<file path="src/rtl/addsub_mp_serial.sv">
// Slice-serial multi-precision ADD/ADC/SUB/SBC with ARM-style N/Z/C/V flags.
// One WIDTH-bit slice per clock, least-significant slice first.
module addsub_mp_serial #(
  parameter int WIDTH = 32,
  parameter int WORDS = 4
) (
  input  logic                     clk,
  input  logic                     rst,
  input  logic                     start,
  input  logic [1:0]               op,
  input  logic                     c_in,
  input  logic [WIDTH*WORDS-1:0]   a,
  input  logic [WIDTH*WORDS-1:0]   b,
  output logic                     busy,
  output logic                     done,
  output logic [WIDTH*WORDS-1:0]   s,
  output logic                     c_out,
  output logic                     v_out,
  output logic                     n_out,
  output logic                     z_out
);

  localparam int N  = WIDTH * WORDS;
  localparam int IW = (WORDS > 1) ? $clog2(WORDS) : 1;
  localparam logic [IW-1:0] LAST = IW'(WORDS - 1);

  typedef enum logic {IDLE = 1'b0, RUN = 1'b1} state_t;

  state_t          state_r;
  logic [N-1:0]    a_r;
  logic [N-1:0]    b_r;
  logic            sub_r;
  logic            carry_r;
  logic            zacc_r;
  logic [IW-1:0]   idx_r;

  logic [31:0]     base_s;
  logic [WIDTH-1:0] a_sl_s;
  logic [WIDTH-1:0] b_sl_s;
  logic [WIDTH:0]  sum_s;
  logic [WIDTH-1:0] r_s;
  logic            cy_s;
  logic            r_zero_s;
  logic [N-1:0]    slice_mask_s;

  // Operand registers shift right each slice, so the active slice is always the low WIDTH bits.
  assign base_s       = 32'(idx_r) * 32'(WIDTH);
  assign a_sl_s       = a_r[WIDTH-1:0];
  assign b_sl_s       = sub_r ? ~b_r[WIDTH-1:0] : b_r[WIDTH-1:0];
  assign sum_s        = {1'b0, a_sl_s} + {1'b0, b_sl_s} + {{WIDTH{1'b0}}, carry_r};
  assign r_s          = sum_s[WIDTH-1:0];
  assign cy_s         = sum_s[WIDTH];
  assign r_zero_s     = (r_s == {WIDTH{1'b0}});
  assign slice_mask_s = N'({WIDTH{1'b1}}) << base_s;

  // Control FSM, slice datapath and registered result/flags.
  always_ff @(posedge clk or posedge rst) begin
    if (rst) begin
      state_r <= IDLE;
      busy    <= 1'b0;
      done    <= 1'b0;
      s       <= {N{1'b0}};
      c_out   <= 1'b0;
      v_out   <= 1'b0;
      n_out   <= 1'b0;
      z_out   <= 1'b0;
      a_r     <= {N{1'b0}};
      b_r     <= {N{1'b0}};
      sub_r   <= 1'b0;
      carry_r <= 1'b0;
      zacc_r  <= 1'b0;
      idx_r   <= {IW{1'b0}};
    end else begin
      done <= 1'b0;
      case (state_r)
        IDLE: begin
          if (start) begin
            a_r     <= a;
            b_r     <= b;
            sub_r   <= op[1];
            // ADD:0, ADC:c_in, SUB:1, SBC:c_in
            carry_r <= op[0] ? c_in : op[1];
            idx_r   <= {IW{1'b0}};
            zacc_r  <= 1'b1;
            busy    <= 1'b1;
            state_r <= RUN;
          end else begin
            busy    <= 1'b0;
          end
        end
        RUN: begin
          a_r     <= a_r >> WIDTH;
          b_r     <= b_r >> WIDTH;
          s       <= (s & ~slice_mask_s) | (N'(r_s) << base_s);
          carry_r <= cy_s;
          zacc_r  <= zacc_r & r_zero_s;
          idx_r   <= idx_r + IW'(1);
          if (idx_r == LAST) begin
            c_out   <= cy_s;
            z_out   <= zacc_r & r_zero_s;
            n_out   <= r_s[WIDTH-1];
            v_out   <= (a_sl_s[WIDTH-1] == b_sl_s[WIDTH-1]) & (r_s[WIDTH-1] != a_sl_s[WIDTH-1]);
            done    <= 1'b1;
            busy    <= 1'b0;
            state_r <= IDLE;
          end else begin
            busy    <= 1'b1;
          end
        end
        default: begin
          busy    <= 1'b0;
          state_r <= IDLE;
        end
      endcase
    end
  end

endmodule

</file>
<file path="config.mk">
export PLATFORM = sky130hd
export DESIGN_NAME = addsub_mp_serial
export DESIGN_NICKNAME = d
export VERILOG_FILES = /design/src/rtl/addsub_mp_serial.sv
export SDC_FILE = /design/constraint.sdc
export NUM_CORES = 1
export LEC_CHECK = 0
export CAP_MARGIN = 20
export CORE_MARGIN = 2
export CORE_UTILIZATION = 47
export DETAILED_ROUTE_END_ITERATION = 16
export PLACE_DENSITY = 0.82
export SETUP_SLACK_MARGIN = 0.05
export SLEW_MARGIN = 20
export SYNTH_ARGS = -nofsm -noshare
export SYNTH_HDL_FRONTEND = slang
export SYNTH_SLANG_ARGS = --single-unit
</file>
<file path="constraint.sdc">
create_clock -name clk -period 12.2 [get_ports clk]
set_input_delay 1.83 -clock clk [delete_from_list [all_inputs] [get_ports clk]]
set_output_delay 1.83 -clock clk [all_outputs]
set_load 0.005 [all_outputs]
</file>
# Word level (Yosys, flattened, before mapping)
# Cells that the tools add are included.
# totals
wordCells,49
input_bits,262
regBits,395
# classes
mux,17
n_reduce_logical,3
n_addsub,3
n_eq_ne,4
n_shift,2
bitwise_logic,7
# ops
op,n
$pmux 128 s2,2
$mux 128,2
$and 128x128->128,1
$not 128->128,1
$or 128x128->128,1
$shl 32x7->128,1
$shl 32x7->128 const A,1
$add 32x32->33,1
$add 33x1->33,1
$logic_not 32->1,1
$mux 32,1
$not 32->32,1
$mux 1,7
$pmux 1 s2,3
$pmux 2 s2,1
$reduce_and 2->1,2
$add 2x1->2 const B,1
$and 1x1->1,2
$eq 2x2->1 const B,1
$mux 2,1
$ne 2x2->1 const B,1
$eq 1x1->1,1
$ne 1x1->1,1
$not 1->1,1

# Depth between registers and ports, before layout
# logic_depth
ltp_word,7
ltp_mapped,14
depth_no_buf,12

# Worst setup path after synthesis
# No wires, ideal clock.
# synth_timing
path_kind,register to register
from,reg sub_r
to,reg zacc_r
path_stages_with_launch,15
path_buffers,2
arrival_time_ns,4.280
setup_ns,0.096
slack_ns,7.824
required_ns,12.104
cell_sequence,dfrtp_1 clkbuf_1 buf_1 xnor2_1 fa_1 fa_1 and2b_1 o2111ai_2 a2111oi_4 o21ai_1 nor2b_4 xnor2_1 or3b_1 or4_4 o32ai_2
# synth_via
elab_chain_len,6
# synth_rtl
item,line,source
start: declaration,32,logic sub_r;
start signal: assignment,80,sub_r <= op[1];
$mux 32,49,assign b_sl_s = sub_r ? ~b_r[WIDTH-1:0] : b_r[WIDTH-1:0];
$add 32x32->33,50,"assign sum_s = {1'b0, a_sl_s} + {1'b0, b_sl_s} + {{WIDTH{1'b0}}, carry_r};"
$add 33x1->33,50,
$logic_not 32->1,53,assign r_zero_s = (r_s == {WIDTH{1'b0}});
$and 1x1->1,96,zacc_r <= zacc_r & r_zero_s;
$pmux 1 s2,75,case (state_r)
end signal: assignment,96,
end: declaration,34,logic zacc_r;
# Every way passes these cells.
# A chain may end at the register's enable or synchronous reset.

# Final worst setup path
# Same ends and word-level chain as after synthesis.

==> qor.log <==
[setup_path] Crit path top cell by count fa_1
[power_and_ir_drop] power density normalized to cell area 279 mW/mm^2
[power_and_ir_drop] switching part of the total 0.429
[clocking] register clock-pin slew on the reported worst setup and hold paths 0.06 ns
[synthesis] Seq cells post-synth 395
[synthesis] synthesized netlist cell count 1793
[setup_path] kind of critical path reg -> reg
[clocking] total number of clock tree sinks 395
[setup_path] Worst setup EP type flip-flop
[setup_path] Worst Path Required 12.65 ns
[sta] slew margin rel. 0.198
[final_layout] total area of multi-input combinational cells 0.00837 mm^2
[setup_path] Critical Path, Cell by Cell xnor2_1, fa_1, fa_1, and2b_1, o2111ai_2, a2111oi_4, o21ai_1, nor2b_4, o311ai_1, nand2_1, or4_4, o32ai_2
[die] area of the placeable core 0.0396 mm^2
[setup_path] endpoint of the lowest-slack register-to-register path zacc_r
[synthesis] Mapped Area 0.0188 mm^2
[synthesis] share of the yosys chip area belonging to registers 0.526
[grt] number of antenna violations at the first check in global routing 10
[grt] largest net degree at the start of global routing 306
[outcome] outcome finished, final reports clean
[place] IO buf count 395
[final_layout] fraction of final layout cells sized beyond drive strength 1 0.0528
[power_and_ir_drop] Power Total 6.83 mW
[sta] final period utilization 0.412
[synthesis] number of enable flip-flop cells after synthesis 0
[sta] setup repair after global routing missed its margin false
[power_and_ir_drop] Logic pwr share 0.497
[sta] Max Freq 199 MHz
[min_path] hold_sp a_r[88]
[setup_path] buffering stage count on the worst path with inverters included 0
[sta] Max Slew Vio Count 0
[die] Total Die Area 0.0416 mm^2
[sta] time the worst path needs with I/O delays and setup 5.03 ns
[grt] via count of the first global-routing pass 15231
[clocking] insertion delay to the later sink of the worst-skew pair 0.56 ns
[sta] Setup Skew 0.0238 ns
[die] y dimension of the die 204 um
[setup_path] CP top delay family compound AO/OA/AOI/OAI gates
[min_path] Hold Path Class reg -> reg
[clocking] deepest level of the CTS H-tree 2
[clocking] CTS buffer count 43
[sta] Least-Margin Pin Slew 1.20 ns
[place] post-placement cell count 2608
[drt] via count 14955
[setup_path] r2r worst-path depth 12
[place] placer congestion estimate 0.873
[drt] length of the first detailed-routing pass in iterations 5
[grt] total global routing overflow 0
[clocking] cell chosen for the clock root clkbuf_16
[drt] average wire length per cell after detail routing 20.8 um
[final_layout] Final Non-Filler Cells 2693
[die] number of cell rows 73
[final_layout] Storage cell area 0.00989 mm^2
[power_and_ir_drop] Pleak 11.3 nW
[drt] wire length reported by the detailed router 55900 um
[setup_path] largest fanout on the critical path 33
[final_layout] total number of nets in the final design 2428
[drt] initial DRC count 993
[power_and_ir_drop] power spent charging and discharging nets 2.93 mW
[clocking] maximum clock path buffer count 3
[power_and_ir_drop] Power Internal 3.90 mW
[place] detailed-placement wirelength estimate 40600 um
[setup_path] cell at the slowest stage of the critical path dfrtp_2
[power_and_ir_drop] Clock power frac 0.182
[drt] antenna-violating nets left 0
[clocking] hold buffer count at CTS 0
[die] initial cell density of the core 0.474
[synthesis] synthesized area per cell 10.5 um^2
[setup_path] CP max stage delay 0.96 ns
[setup_path] Worst Path Arrival 5.48 ns
[min_path] worst hold path endpoint a_r[56]
[sta] Setup TNS Final 0 ns
[setup_path] beginning of the worst register-to-register path sub_r
[synthesis] top flip-flop cell by instance count after synthesis dfrtp_1
[sta] endpoints failing setup 0
[synthesis] post-synthesis cell type count 76
[clocking] CTS-repair resized insts 0
[sta] number of failing hold endpoints at the final stage 0
[min_path] number of stages on the worst hold path 2
[die] Die Width 204 um
[setup_path] nature of the critical path startpoint flip-flop
[drt] post-detailed-route via-to-cell ratio 5.55
[power_and_ir_drop] power share of the sequential group 0.321
[final_layout] area grow syn2layout 30.3%
[setup_path] Reg2Reg Setup Slack 7.17 ns
[synthesis] yosys synthesis warning count 0
[grt] total routing usage reported by global routing 0.269
[synthesis] async set-reset flop share out of synthesis 1.00
[die] number of I/O pins 396
[power_and_ir_drop] peak supply drop 152 uV
[grt] wire length of the first global-routing pass 86700 um
[clocking] post-CTS repair timing setup buffer count 0
[clocking] TritonCTS clock tree built
[synthesis] Synthesized Nets 2092
[drt] DR DRC count 0
[job] max cap viols 0
[final_layout] layout filler cell count 3197
==> stage by stage <==
| step | worst slack, ns | hold slack [ns] | util | cell area (um^2) |
|---|---|---|---|---|
| 3_3_place_gp | 7.25 | 0.455 | 0.583 | 23100 |
| 2_1_floorplan | 5.05 | 0.449 | - | 18800 |
| 3_5_place_dp | 7.19 | 0.468 | 0.583 | 23100 |
| 6_report | 7.17 | 0.479 | 0.618 | 24500 |
| 5_1_grt | 6.93 | 0.505 | 0.618 | 24500 |
| 4_1_cts | 7.20 | 0.483 | 0.617 | 24400 |
==> layout make-up <==
| class | instances | area share |
|---|---|---|
| repair buffers | 410 | 0.169 |
| well taps | 525 | 0.0268 |
| clock buffers | 66 | 0.0524 |
| multi-input cells | 1257 | 0.342 |
| clock inverters | 10 | 0.00255 |
| inverters | 22 | 0.00352 |
| flip-flops and latches | 395 | 0.404 |
| diodes | 8 | 0.000817 |
==> power by group through the flow <==
stage | clock [mW] | sequential, mW | combinational (mW)
6_report | 1.24 | 2.19 | 3.39
5_1_grt | 1.32 | 2.25 | 3.71
4_1_cts | 1.26 | 2.20 | 3.36
3_5_place_dp | 0 | 2.21 | 3.34
3_3_place_gp | 0 | 2.19 | 3.25
2_1_floorplan | 0 | 2.05 | 2.11
==> worst max-delay path by stage <==
stage	slack (ns)	endpoint	start	depth (start not counted)
6_report	7.17	zacc_r	sub_r	12
5_1_grt	6.93	zacc_r	sub_r	12
4_1_cts	7.20	zacc_r	sub_r	12
3_5_place_dp	7.19	b_r[59]	start	5
3_3_place_gp	7.25	b_r[67]	start	5
2_1_floorplan	5.05	a_r[0]	rst	1
==> flip-flops by register name, indices dropped and copies added, names as in the netlist <==
signal,cells
a_r,128
b_r,128
c_out,1
carry_r,1
done,1
idx_r,2
n_out,1
s,128
state_r,1
sub_r,1
v_out,1
z_out,1
zacc_r,1
==> cells by family (layout without fill, tap and decap cells) <==
kind of cell    Yosys count  in the layout  share of synthesized area
mux                     263            263                      0.140
fa+ha+maj                37             37                     0.0254
other cells               0              8                          0
compound gates          459            459                      0.155
buf+inv                 141            508                     0.0295
flops                   395            395                      0.526
xor+xnor                 49             49                     0.0228
simple gates            449            449                      0.102
==> cell usage in the layout (no fill, tap or decap), types with 5 or more instances in the layout <==
cell and count:
clkdlybuf4s50_1 394, dfrtp_1 393, nand2_1 286, mux2i_1 262
o21ai_0 261, nor2_1 92, a22o_1 75, clkbuf_16 45
a21oi_1 41, xor2_1 40, ha_1 35, inv_1 20
clkbuf_1 13, buf_4 10, xnor2_1 9, nand4_1 9
nand3_1 9, diode_2 8, a21o_1 8, clkbuf_8 8
nor3_1 7, o21a_1 6, nand2b_1 6, o21bai_1 6
a211oi_1 6, clkinv_2 6, o2111ai_1 5, nand4b_1 5
o31ai_1 5
==> metal layers <==
metal	track usage	part of all wire	wire [um]
met3	0.0692	0.080	4490
met2	0.439	0.48	26800
met5	0	0.00048	27
met1	0.344	0.40	22600
met4	0.105	0.035	1960
==> synth_stat cells, drive strengths merged (7+ instances only) <==
cell    count  area share
ha         35       0.023
clkbuf     86       0.017
nor2       95       0.019
mux2i     262        0.14
nand2     286       0.057
buf        33      0.0080
dfrtp     395        0.53
nor3        7      0.0019
xor2       40       0.019
a21o        8      0.0032
a21oi      45       0.014
nand3       9      0.0024
inv        21      0.0042
o21ai     268       0.072
a22o       77       0.036
a211oi      7      0.0031
xnor2       9      0.0042
nand4       9      0.0030
==> worst reg2reg max path: stages (launching register included) <==
cell	delay [ns]
dfrtp_2	0.96
xnor2_1	0.22
fa_1	0.46
fa_1	0.44
and2b_1	0.24
o2111ai_2	0.21
a2111oi_4	0.45
o21ai_1	0.15
nor2b_4	0.15
o311ai_1	0.79
nand2_1	0.13
or4_4	0.46
o32ai_2	0.26
Power figures use the tool's default switching activity.
